File: config.mk
export PLATFORM = sky130hd
export DESIGN_NAME = branch_predict_ctrl
export DESIGN_NICKNAME = d
export VERILOG_FILES = /design/src/rtl/bpred_pkg.sv /design/src/rtl/bpred_table.sv /design/src/rtl/branch_predict_ctrl.sv
export SDC_FILE = /design/constraint.sdc
export NUM_CORES = 1
export LEC_CHECK = 0
export BUFFER_PORTS_ARGS = -buffer_cell sky130_fd_sc_hd__buf_2
export CORE_AREA = 10 10 80 82
export DETAILED_ROUTE_END_ITERATION = 16
export DIE_AREA = 0 0 90 92
export PLACE_DENSITY = 0.81
export RECOVER_POWER = 100
export SETUP_SLACK_MARGIN = 0.2
export SLEW_MARGIN = 10
export SYNTH_ARGS = -nofsm -noshare
export SYNTH_HDL_FRONTEND = slang
export SYNTH_SLANG_ARGS = --single-unit
File: constraint.sdc
create_clock -name CLK -period 2.6 [get_ports CLK]
set_clock_uncertainty 0.05 [all_clocks]
set_input_delay 0.52 -clock CLK [delete_from_list [all_inputs] [get_ports CLK]]
set_output_delay 0.52 -clock CLK [all_outputs]
set_load 0.1 [all_outputs]
File: src/rtl/bpred_pkg.sv
// rtl/bpred_pkg.sv - shared types, constants and counter update rule for the branch predictor
//
// Contents:
//   DEFAULT_ENTRIES : default number of 2-bit predictor entries
//   ctr_t           : 2-bit counter state (SNT, WNT, WT, ST)
//   fsm_t           : controller state (IDLE, CLEAR)
//   next_state()    : counter transition for a resolved branch outcome
package bpred_pkg;

    localparam int DEFAULT_ENTRIES = 16;

    typedef enum logic [1:0] {
        SNT = 2'b00,
        WNT = 2'b01,
        WT  = 2'b10,
        ST  = 2'b11
    } ctr_t;

    typedef enum logic {
        IDLE  = 1'b0,
        CLEAR = 1'b1
    } fsm_t;

    // A taken outcome jumps a weak counter straight to ST; a not-taken outcome
    // drops any counter other than ST straight to SNT.
    function automatic ctr_t next_state(input ctr_t cur, input logic taken);
        ctr_t nxt;
        nxt = cur;
        if (taken) begin
            case (cur)
                SNT:     nxt = WNT;
                default: nxt = ST;
            endcase
        end else begin
            case (cur)
                ST:      nxt = WT;
                default: nxt = SNT;
            endcase
        end
        return nxt;
    endfunction

endpackage

File: src/rtl/bpred_table.sv
// rtl/bpred_table.sv - 2-bit counter array with one lookup port, one bypass port and one write port
//
// Ports:
//   CLK, nRST           : clock, asynchronous active-low reset (all entries to SNT)
//   rd_idx / rd_data    : combinational lookup read
//   byp_idx / byp_data  : combinational read of the entry the pending update targets
//   wr_en/wr_idx/wr_data: synchronous single-entry write
module bpred_table
    import bpred_pkg::*;
#(
    parameter int ENTRIES = DEFAULT_ENTRIES,
    parameter int IDX_W   = $clog2(ENTRIES)
) (
    input  logic             CLK,
    input  logic             nRST,
    input  logic [IDX_W-1:0] rd_idx,
    output ctr_t             rd_data,
    input  logic [IDX_W-1:0] byp_idx,
    output ctr_t             byp_data,
    input  logic             wr_en,
    input  logic [IDX_W-1:0] wr_idx,
    input  ctr_t             wr_data
);

    ctr_t mem [ENTRIES];

    always_ff @(posedge CLK or negedge nRST) begin
        if (!nRST) begin
            for (int i = 0; i < ENTRIES; i++) begin
                mem[i] <= SNT;
            end
        end else if (wr_en) begin
            mem[wr_idx] <= wr_data;
        end
    end

    assign rd_data  = mem[rd_idx];
    assign byp_data = mem[byp_idx];

endmodule

File: src/rtl/branch_predict_ctrl.sv
// rtl/branch_predict_ctrl.sv - 2-bit branch predictor controller: lookup, two-stage update, table clear
//
// Optional feature macro: BPRED_GSHARE_EN (global-history XOR indexing)
//
// Ports:
//   CLK, nRST      : clock, asynchronous active-low reset
//   lookup_pc      : fetch PC to predict
//   predict_taken  : combinational prediction for lookup_pc
//   upd_valid      : resolved-branch update strobe
//   upd_pc         : PC of the resolved branch
//   upd_taken      : actual branch outcome
//   clear_req      : one-cycle request to reinitialise the table
//   busy           : high while a clear sequence runs
module branch_predict_ctrl
    import bpred_pkg::*;
#(
    parameter int ENTRIES = DEFAULT_ENTRIES
) (
    input  logic        CLK,
    input  logic        nRST,
    input  logic [31:0] lookup_pc,
    output logic        predict_taken,
    input  logic        upd_valid,
    input  logic [31:0] upd_pc,
    input  logic        upd_taken,
    input  logic        clear_req,
    output logic        busy
);

    localparam int IDX_W = $clog2(ENTRIES);

    fsm_t             state;
    logic [IDX_W-1:0] clr_idx;
    logic             pend_valid;
    logic [IDX_W-1:0] pend_idx;
    logic             pend_taken;

    logic [IDX_W-1:0] lookup_idx;
    logic [IDX_W-1:0] upd_idx;
    ctr_t             rd_state;
    ctr_t             byp_state;
    ctr_t             pend_next;
    logic             wr_en;
    logic [IDX_W-1:0] wr_idx;
    ctr_t             wr_data;

    logic unused_pc_bits;
    assign unused_pc_bits = ^{lookup_pc[31:IDX_W+2], lookup_pc[1:0],
                              upd_pc[31:IDX_W+2], upd_pc[1:0]};

`ifdef BPRED_GSHARE_EN
    logic [IDX_W-1:0] ghr;
    assign lookup_idx = lookup_pc[IDX_W+1:2] ^ ghr;
    assign upd_idx    = upd_pc[IDX_W+1:2] ^ ghr;
`else
    assign lookup_idx = lookup_pc[IDX_W+1:2];
    assign upd_idx    = upd_pc[IDX_W+1:2];
`endif

    // The bypass port always points at the pending entry, so the same read
    // feeds both the table write data and the lookup forwarding path.
    assign pend_next = next_state(byp_state, pend_taken);

    bpred_table #(
        .ENTRIES (ENTRIES),
        .IDX_W   (IDX_W)
    ) u_table (
        .CLK      (CLK),
        .nRST     (nRST),
        .rd_idx   (lookup_idx),
        .rd_data  (rd_state),
        .byp_idx  (pend_idx),
        .byp_data (byp_state),
        .wr_en    (wr_en),
        .wr_idx   (wr_idx),
        .wr_data  (wr_data)
    );

    always_comb begin
        wr_en   = 1'b0;
        wr_idx  = pend_idx;
        wr_data = pend_next;
        if (state == CLEAR) begin
            wr_en   = 1'b1;
            wr_idx  = clr_idx;
            wr_data = SNT;
        end else if (pend_valid) begin
            wr_en = 1'b1;
        end
    end

    always_comb begin
        predict_taken = rd_state[1];
        if (state == CLEAR) begin
            predict_taken = 1'b0;
        end else if (pend_valid && (lookup_idx == pend_idx)) begin
            predict_taken = pend_next[1];
        end
    end

    assign busy = (state == CLEAR);

    always_ff @(posedge CLK or negedge nRST) begin
        if (!nRST) begin
            state      <= IDLE;
            clr_idx    <= '0;
            pend_valid <= 1'b0;
            pend_idx   <= '0;
            pend_taken <= 1'b0;
`ifdef BPRED_GSHARE_EN
            ghr        <= '0;
`endif
        end else begin
            case (state)
                IDLE: begin
`ifdef BPRED_GSHARE_EN
                    if (pend_valid) begin
                        ghr <= {ghr[IDX_W-2:0], pend_taken};
                    end
`endif
                    // A clear request beats a same-cycle update; the update is lost.
                    if (clear_req) begin
                        state      <= CLEAR;
                        clr_idx    <= '0;
                        pend_valid <= 1'b0;
`ifdef BPRED_GSHARE_EN
                        ghr        <= '0;
`endif
                    end else begin
                        pend_valid <= upd_valid;
                        if (upd_valid) begin
                            pend_idx   <= upd_idx;
                            pend_taken <= upd_taken;
                        end
                    end
                end
                CLEAR: begin
                    pend_valid <= 1'b0;
                    if (clr_idx == IDX_W'(ENTRIES - 1)) begin
                        state   <= IDLE;
                        clr_idx <= '0;
                    end else begin
                        clr_idx <= clr_idx + 1'b1;
                    end
                end
                default: state <= IDLE;
            endcase
        end
    end

endmodule
== After elaboration in Yosys (flattened, before gate mapping) ==
Cells that the tools add are included.

* Flip-flop bits (word level): 43
* Output and inout bits: 2
* Bits of input ports: 69
* Logic and storage cells: 65

* $add $sub $neg: 1
* Multiplexer cells: 26
* Bitwise operators: 5
* Reduce and logical (&&, ||, !) cells: 4
* Equal/unequal tests: 4
* Order comparisons: 4

{| class="wikitable"
|+ Operators with widths
! operator !! number
|-
| 32-bit bitwise mux || 1
|-
| 2-bit two-way mux || 9
|-
| 2-bit binary-select mux with 4-bit select || 2
|-
| 5-bit >= comparator, second input constant || 3
|-
| 4-bit NOT with 5-bit output || 3
|-
| 4-bit two-way mux || 3
|-
| 2-bit demux with 4-bit select || 1
|-
| 4-bit case mux with 2 select lines || 1
|-
| 1-bit two-way mux || 7
|-
| 5-bit by 1-bit < comparator with 1-bit output, second input constant || 1
|-
| 4-bit by 1-bit adder with 4-bit output, second input constant || 1
|-
| 4-bit equality test || 1
|-
| 4-bit equality test, second input constant || 1
|-
| 1-bit case mux with 2 select lines || 2
|-
| 3-bit AND reduction || 1
|-
| 2-bit equality test, second input constant || 1
|-
| 1-bit logical AND || 2
|-
| 2-bit zero test || 1
|-
| 2-bit != test, second input constant || 1
|-
| 1-bit NOT || 2
|}

== Longest topological paths before layout ==
* Depth in word-level cells: 9
* Gate-level depth with buffers: 7
* Depth with buffers taken out: 5

== Cells and area by module ==
A second synthesis with hierarchy kept.

* Cell total of the unflattened synthesis: 190
* Area total of the unflattened synthesis: 2497.4 µm²

{| class="wikitable"
|+ By module, submodules not included
! module !! cells each !! area each (µm²) !! sequential area each (µm²) !! times used
|-
| bpred_table || 133 || 1855.5 || 800.8 || 1
|-
| branch_predict_ctrl || 57 || 641.9 || 275.3 || 1
|}

== Least setup slack after synthesis ==
OpenSTA, ideal clock, no wires.

* Kind: register to output
* From: register state, in the netlist busy
* To: output predict_taken
* Stages on the path, launching flop included: 5
* Buffers on the path: 3
* Arrival: 3770 ps
* Path slack: -1740 ps
* Data required time: 2030 ps
* Cell sequence: dfrtp_1 -> clkbuf_1 -> clkbuf_1 -> buf_1 -> a211oi_1

* Word-level cells in the longest chain between the ends: 1

{| class="wikitable"
|+ Ends and longest elaborated chain
! element !! RTL line !! source
|-
| start: declaration || branch_predict_ctrl.sv:32 || <nowiki>fsm_t state;</nowiki>
|-
| start signal: assignment || branch_predict_ctrl.sv:105 || <nowiki>state <= IDLE;</nowiki>
|-
| start signal: assignment || branch_predict_ctrl.sv:123 || <nowiki>state <= CLEAR;</nowiki>
|-
| start signal: assignment || branch_predict_ctrl.sv:140 || <nowiki>state <= IDLE;</nowiki>
|-
| 1-bit two-way mux || branch_predict_ctrl.sv:94 || <nowiki>if (state == CLEAR) begin</nowiki>
|-
| end: declaration || branch_predict_ctrl.sv:22 || <nowiki>output logic predict_taken,</nowiki>
|}

No other way between the ends.

== Worst setup path after layout ==
* From: register pend_idx[0]
* To: output predict_taken

* Word-level cells in the longest chain between the ends: 9
* Elaborated cells on any way between the ends: 13
* Those cells by class: eq/ne: 2; mux: 8; bitwise: 1; reduce/logical: 2

{| class="wikitable"
|+ Ends and longest elaborated chain
! element !! RTL line !! source
|-
| start: declaration || branch_predict_ctrl.sv:35 || <nowiki>logic [IDX_W-1:0] pend_idx;</nowiki>
|-
| start signal: assignment || branch_predict_ctrl.sv:132 || <nowiki>pend_idx <= upd_idx;</nowiki>
|-
| 4-bit NOT with 5-bit output (implied by the code) || bpred_table.sv:38 || <nowiki>assign byp_data = mem[byp_idx];</nowiki>
|-
| 2-bit binary-select mux with 4-bit select || bpred_table.sv:38 ||
|-
| 2-bit two-way mux (implied by the code) (2 in series) || bpred_table.sv:38 ||
|-
| 2-bit equality test / 2-bit zero test (equally long branches) || bpred_pkg.sv:35, bpred_pkg.sv:30 ||
|-
| 2-bit two-way mux, on equally long branches || bpred_pkg.sv:35, bpred_pkg.sv:30 ||
|-
| 2-bit two-way mux || bpred_pkg.sv:29 || <nowiki>if (taken) begin</nowiki>
|-
| 1-bit two-way mux * || branch_predict_ctrl.sv:96 || <nowiki>end else if (pend_valid && (lookup_idx == pend_idx)) begin</nowiki>
|-
| 1-bit two-way mux * || branch_predict_ctrl.sv:94 ||
|}

Every way passes the cells marked *; elsewhere a longest branch is shown, timed or not. The select of a mux whose other input is x is not followed.

==> out/metrics.cfg <==
[final_layout]
finish.instance_area_sq_um=2640
mostFrequentLayoutCells=41 x nand2_1, 40 x dfrtp_1, 19 x mux2_2
area_delta_synth_final_pct=10.88
nets=292
drive_gt1_frac=0.3153
mostFrequentLayoutCell=nand2_1
antenna_cells=0

[logic_synthesis]
yosys.area_share.simple=0.1314
ys_seq_elements=43
synth_area_sq_um=2381
avgSynthCellArea_sq_um=11.85
syn_inst=201
yosysWarnings=0
synth_cell_types=37
async_flop_share=1.000
synth_flop_cell=dfrtp_1
synth.net_count=271
synth_enable_flop_cells=0
synthAdderAreaFrac=0.009984
synth_top_family_by_area=multiplexers
ys_seq_area_frac=0.4519
synth-compound-area-share=0.1308
synthMuxAreaShare=0.2239
synth_xor_area_frac=0.01839

[pwr]
switching_power_w=0.0009821
clkPwrFrac=0.169
power_frac_seq=0.430
total_power_w=0.002518
combinationalPowerShare=0.401
max-vdd-ir-drop_v=0.0003397
p_per_area_nw_per_um2=953.7
switching_share=0.3901
leakage_nw=1.144
internal_power_w=0.001536

[clocking]
clk_latency_ps=300
cts.sinks=43
clk_path_buf_depth=2
clkSlewWorstSetupHoldPaths_ps=70
cts_root_buffer=clkbuf_8
h-tree-depth=2
cts-buffers-inserted=5
cts_tree=done

[global_route]
grt_overflow=0
use_met3=0.03993
grt_max_degree=44
grt_first_pass_wirelength_mm=9.011
grt_pass1_vias=1787
use_met1=0.1609
met2_usage=0.2107
grt_antenna_before_repair=0
track_usage=0.1348
top_usage_layer=met2

[route]
first_pass_iters=4
drtIter0Drc=123
wire_per_inst_microns=17.64
vias=1692
wl_mm=5.152
drc=0
drtAntennaViolNets=0
viasPerCell=5.795

[timing]
fin_ws_ps=-270.7
hold_viol=0
fin_crit_sh=1.104
fmax_mhz=348.4
fin_crit_ps=2871
rsz0062_at_grt=yes
worstMarginPinSlew_ps=1025
setup_violations=1
slew_viol_final=0
max_slew_margin=0.3169

[floorplanning]
initial_utilization=0.4847
die_y_microns=92
dieArea_sq_um=8280
rows=26
coreArea_sq_um=4912
pin_count=71
die_x_microns=90

[setup_path]
r2r_cells=7
arrival_ps=2300
end_kind=primary output
timing.rr.start=pend_idx[0]
critPathRequiredTime_ps=2030
r2r_slack_ps=360
path_max_fanout=4
startpoint_type=register
worst_r2r_endpoint=u_table.mem[1]
path_class=reg -> out

[worst_hold_path]
hold-path-endpoint=pend_idx[1]
min_path_cells=3
hold_class=in -> reg
worstHoldStart=upd_pc[3]

[place]
dp_hpwl_mm=3.774
placement.io_buffers=14
place.gp.congestion=0.8438
place_area_sq_um=2579

[run_status]
violations=negative setup slack
status=complete, but fails checks

[job]
maxCapViolations=0

## worst max path at each step
stage / from / to / cells after the start
floorplan: pend_idx[0] / predict_taken / 6
global placement: lookup_pc[2] / predict_taken / 6
detailed placement: lookup_pc[2] / predict_taken / 6
CTS: pend_idx[0] / predict_taken / 7
global route: pend_idx[0] / predict_taken / 7
finish: pend_idx[0] / predict_taken / 7
## power groups by stage
stage / sequential [W] / combinational, W / clock (W)
after detailed placement: 0.00108 / 0.000991 / 0
after floorplan: 0.000988 / 0.000793 / 0
after CTS: 0.00107 / 0.00102 / 0.000445
after global routing: 0.00111 / 0.00111 / 0.000470
final: 0.00108 / 0.00101 / 0.000424
after global placement: 0.00107 / 0.000964 / 0
## worst max-delay path, cell delays in order, from the launching register on
cell and delay (ps):
dfrtp_2 460, buf_4 160, mux4_2 350, a22oi_2 80, and3_1 180, maj3_2 320, a211oi_4 240, buf_12 210
## cells in the mapped netlist, types with 2 or more instances
cell type  count  share of area
nor2b_1        3         0.0079
dfrtp_1       43           0.45
nand2_1       41          0.065
mux2_2        19          0.090
inv_1          3         0.0047
and2_1         2         0.0053
o22ai_1        2         0.0053
buf_4          2         0.0063
clkbuf_1       6         0.0095
o32ai_1        2         0.0074
nand3_1        5          0.011
a22oi_1        2         0.0063
nand2b_1       4          0.011
nor2_1         5         0.0079
mux4_1         7          0.077
mux4_2         6          0.057
xor2_1         4          0.015
o31ai_1        7          0.022
and3_1         3         0.0079
a21o_1         2         0.0063
o21ai_0        7          0.015
o31ai_2        9          0.047
buf_6          2         0.0095
a22o_1         2         0.0074
## per-stage QoR
step                      utilization  std cells  worst slack, ps  hold slack (ps)  setup TNS [ps]
after CTS                      0.5456        292           -275.7            242.2          -275.7
after global routing           0.5374        292           -324.7            374.2          -324.7
after global placement         0.5250        283           -92.52            425.6          -92.52
after floorplan                     -        201           -358.4            174.4          -358.4
after detailed placement       0.5250        283           -128.7            439.7          -128.7
final                          0.5374        292           -270.7            372.3          -270.7
## layout make-up
cell class | count | area [sq um]
inverter | 3 | 11.26
tap | 70 | 87.58
sequential | 43 | 1080
timing repair buffer | 26 | 181.4
fill | 426 | 2272
multi-input combinational | 143 | 1192
clock inverter | 1 | 5.005
clock buffer | 6 | 82.58
## sequential cells by signal (all words and copies together) (netlist names)
| name | flops |
|---|---|
| pend_idx | 4 |
| pend_taken | 1 |
| busy | 1 |
| pend_valid | 1 |
| clr_idx | 4 |
| u_table.mem | 32 |
## per-layer routing
metal | up-vias | wire [microns] | share of wire
li1 | 780 | - | -
met1 | 817 | 2194 | 0.43
met2 | 82 | 2448 | 0.48
met3 | 13 | 342 | 0.066
met4 | 0 | 166 | 0.032
met5 | - | 0 | 0
## cell families after synthesis
| kind of cell | Yosys count |
|---|---|
| xor gates and xnor gates | 5 |
| and+or+nand+nor | 68 |
| DFF | 43 |
| buffers and inverters | 15 |
| muxes | 32 |
| adders and majority gates | 2 |
| AOI/OAI and AO/OA | 36 |
## repair_timing
| item | CTS | global route |
|---|---|---|
| endpoints found under the setup margin | 1 | 1 |
| buffers inserted | 2 | 0 |
| gates cloned | 0 | 0 |
| gates resized for setup | 3 | 2 |
| pin swaps | 1 | 0 |
| hold buffers | 0 | 0 |
Power figures use the tool's default switching activity.
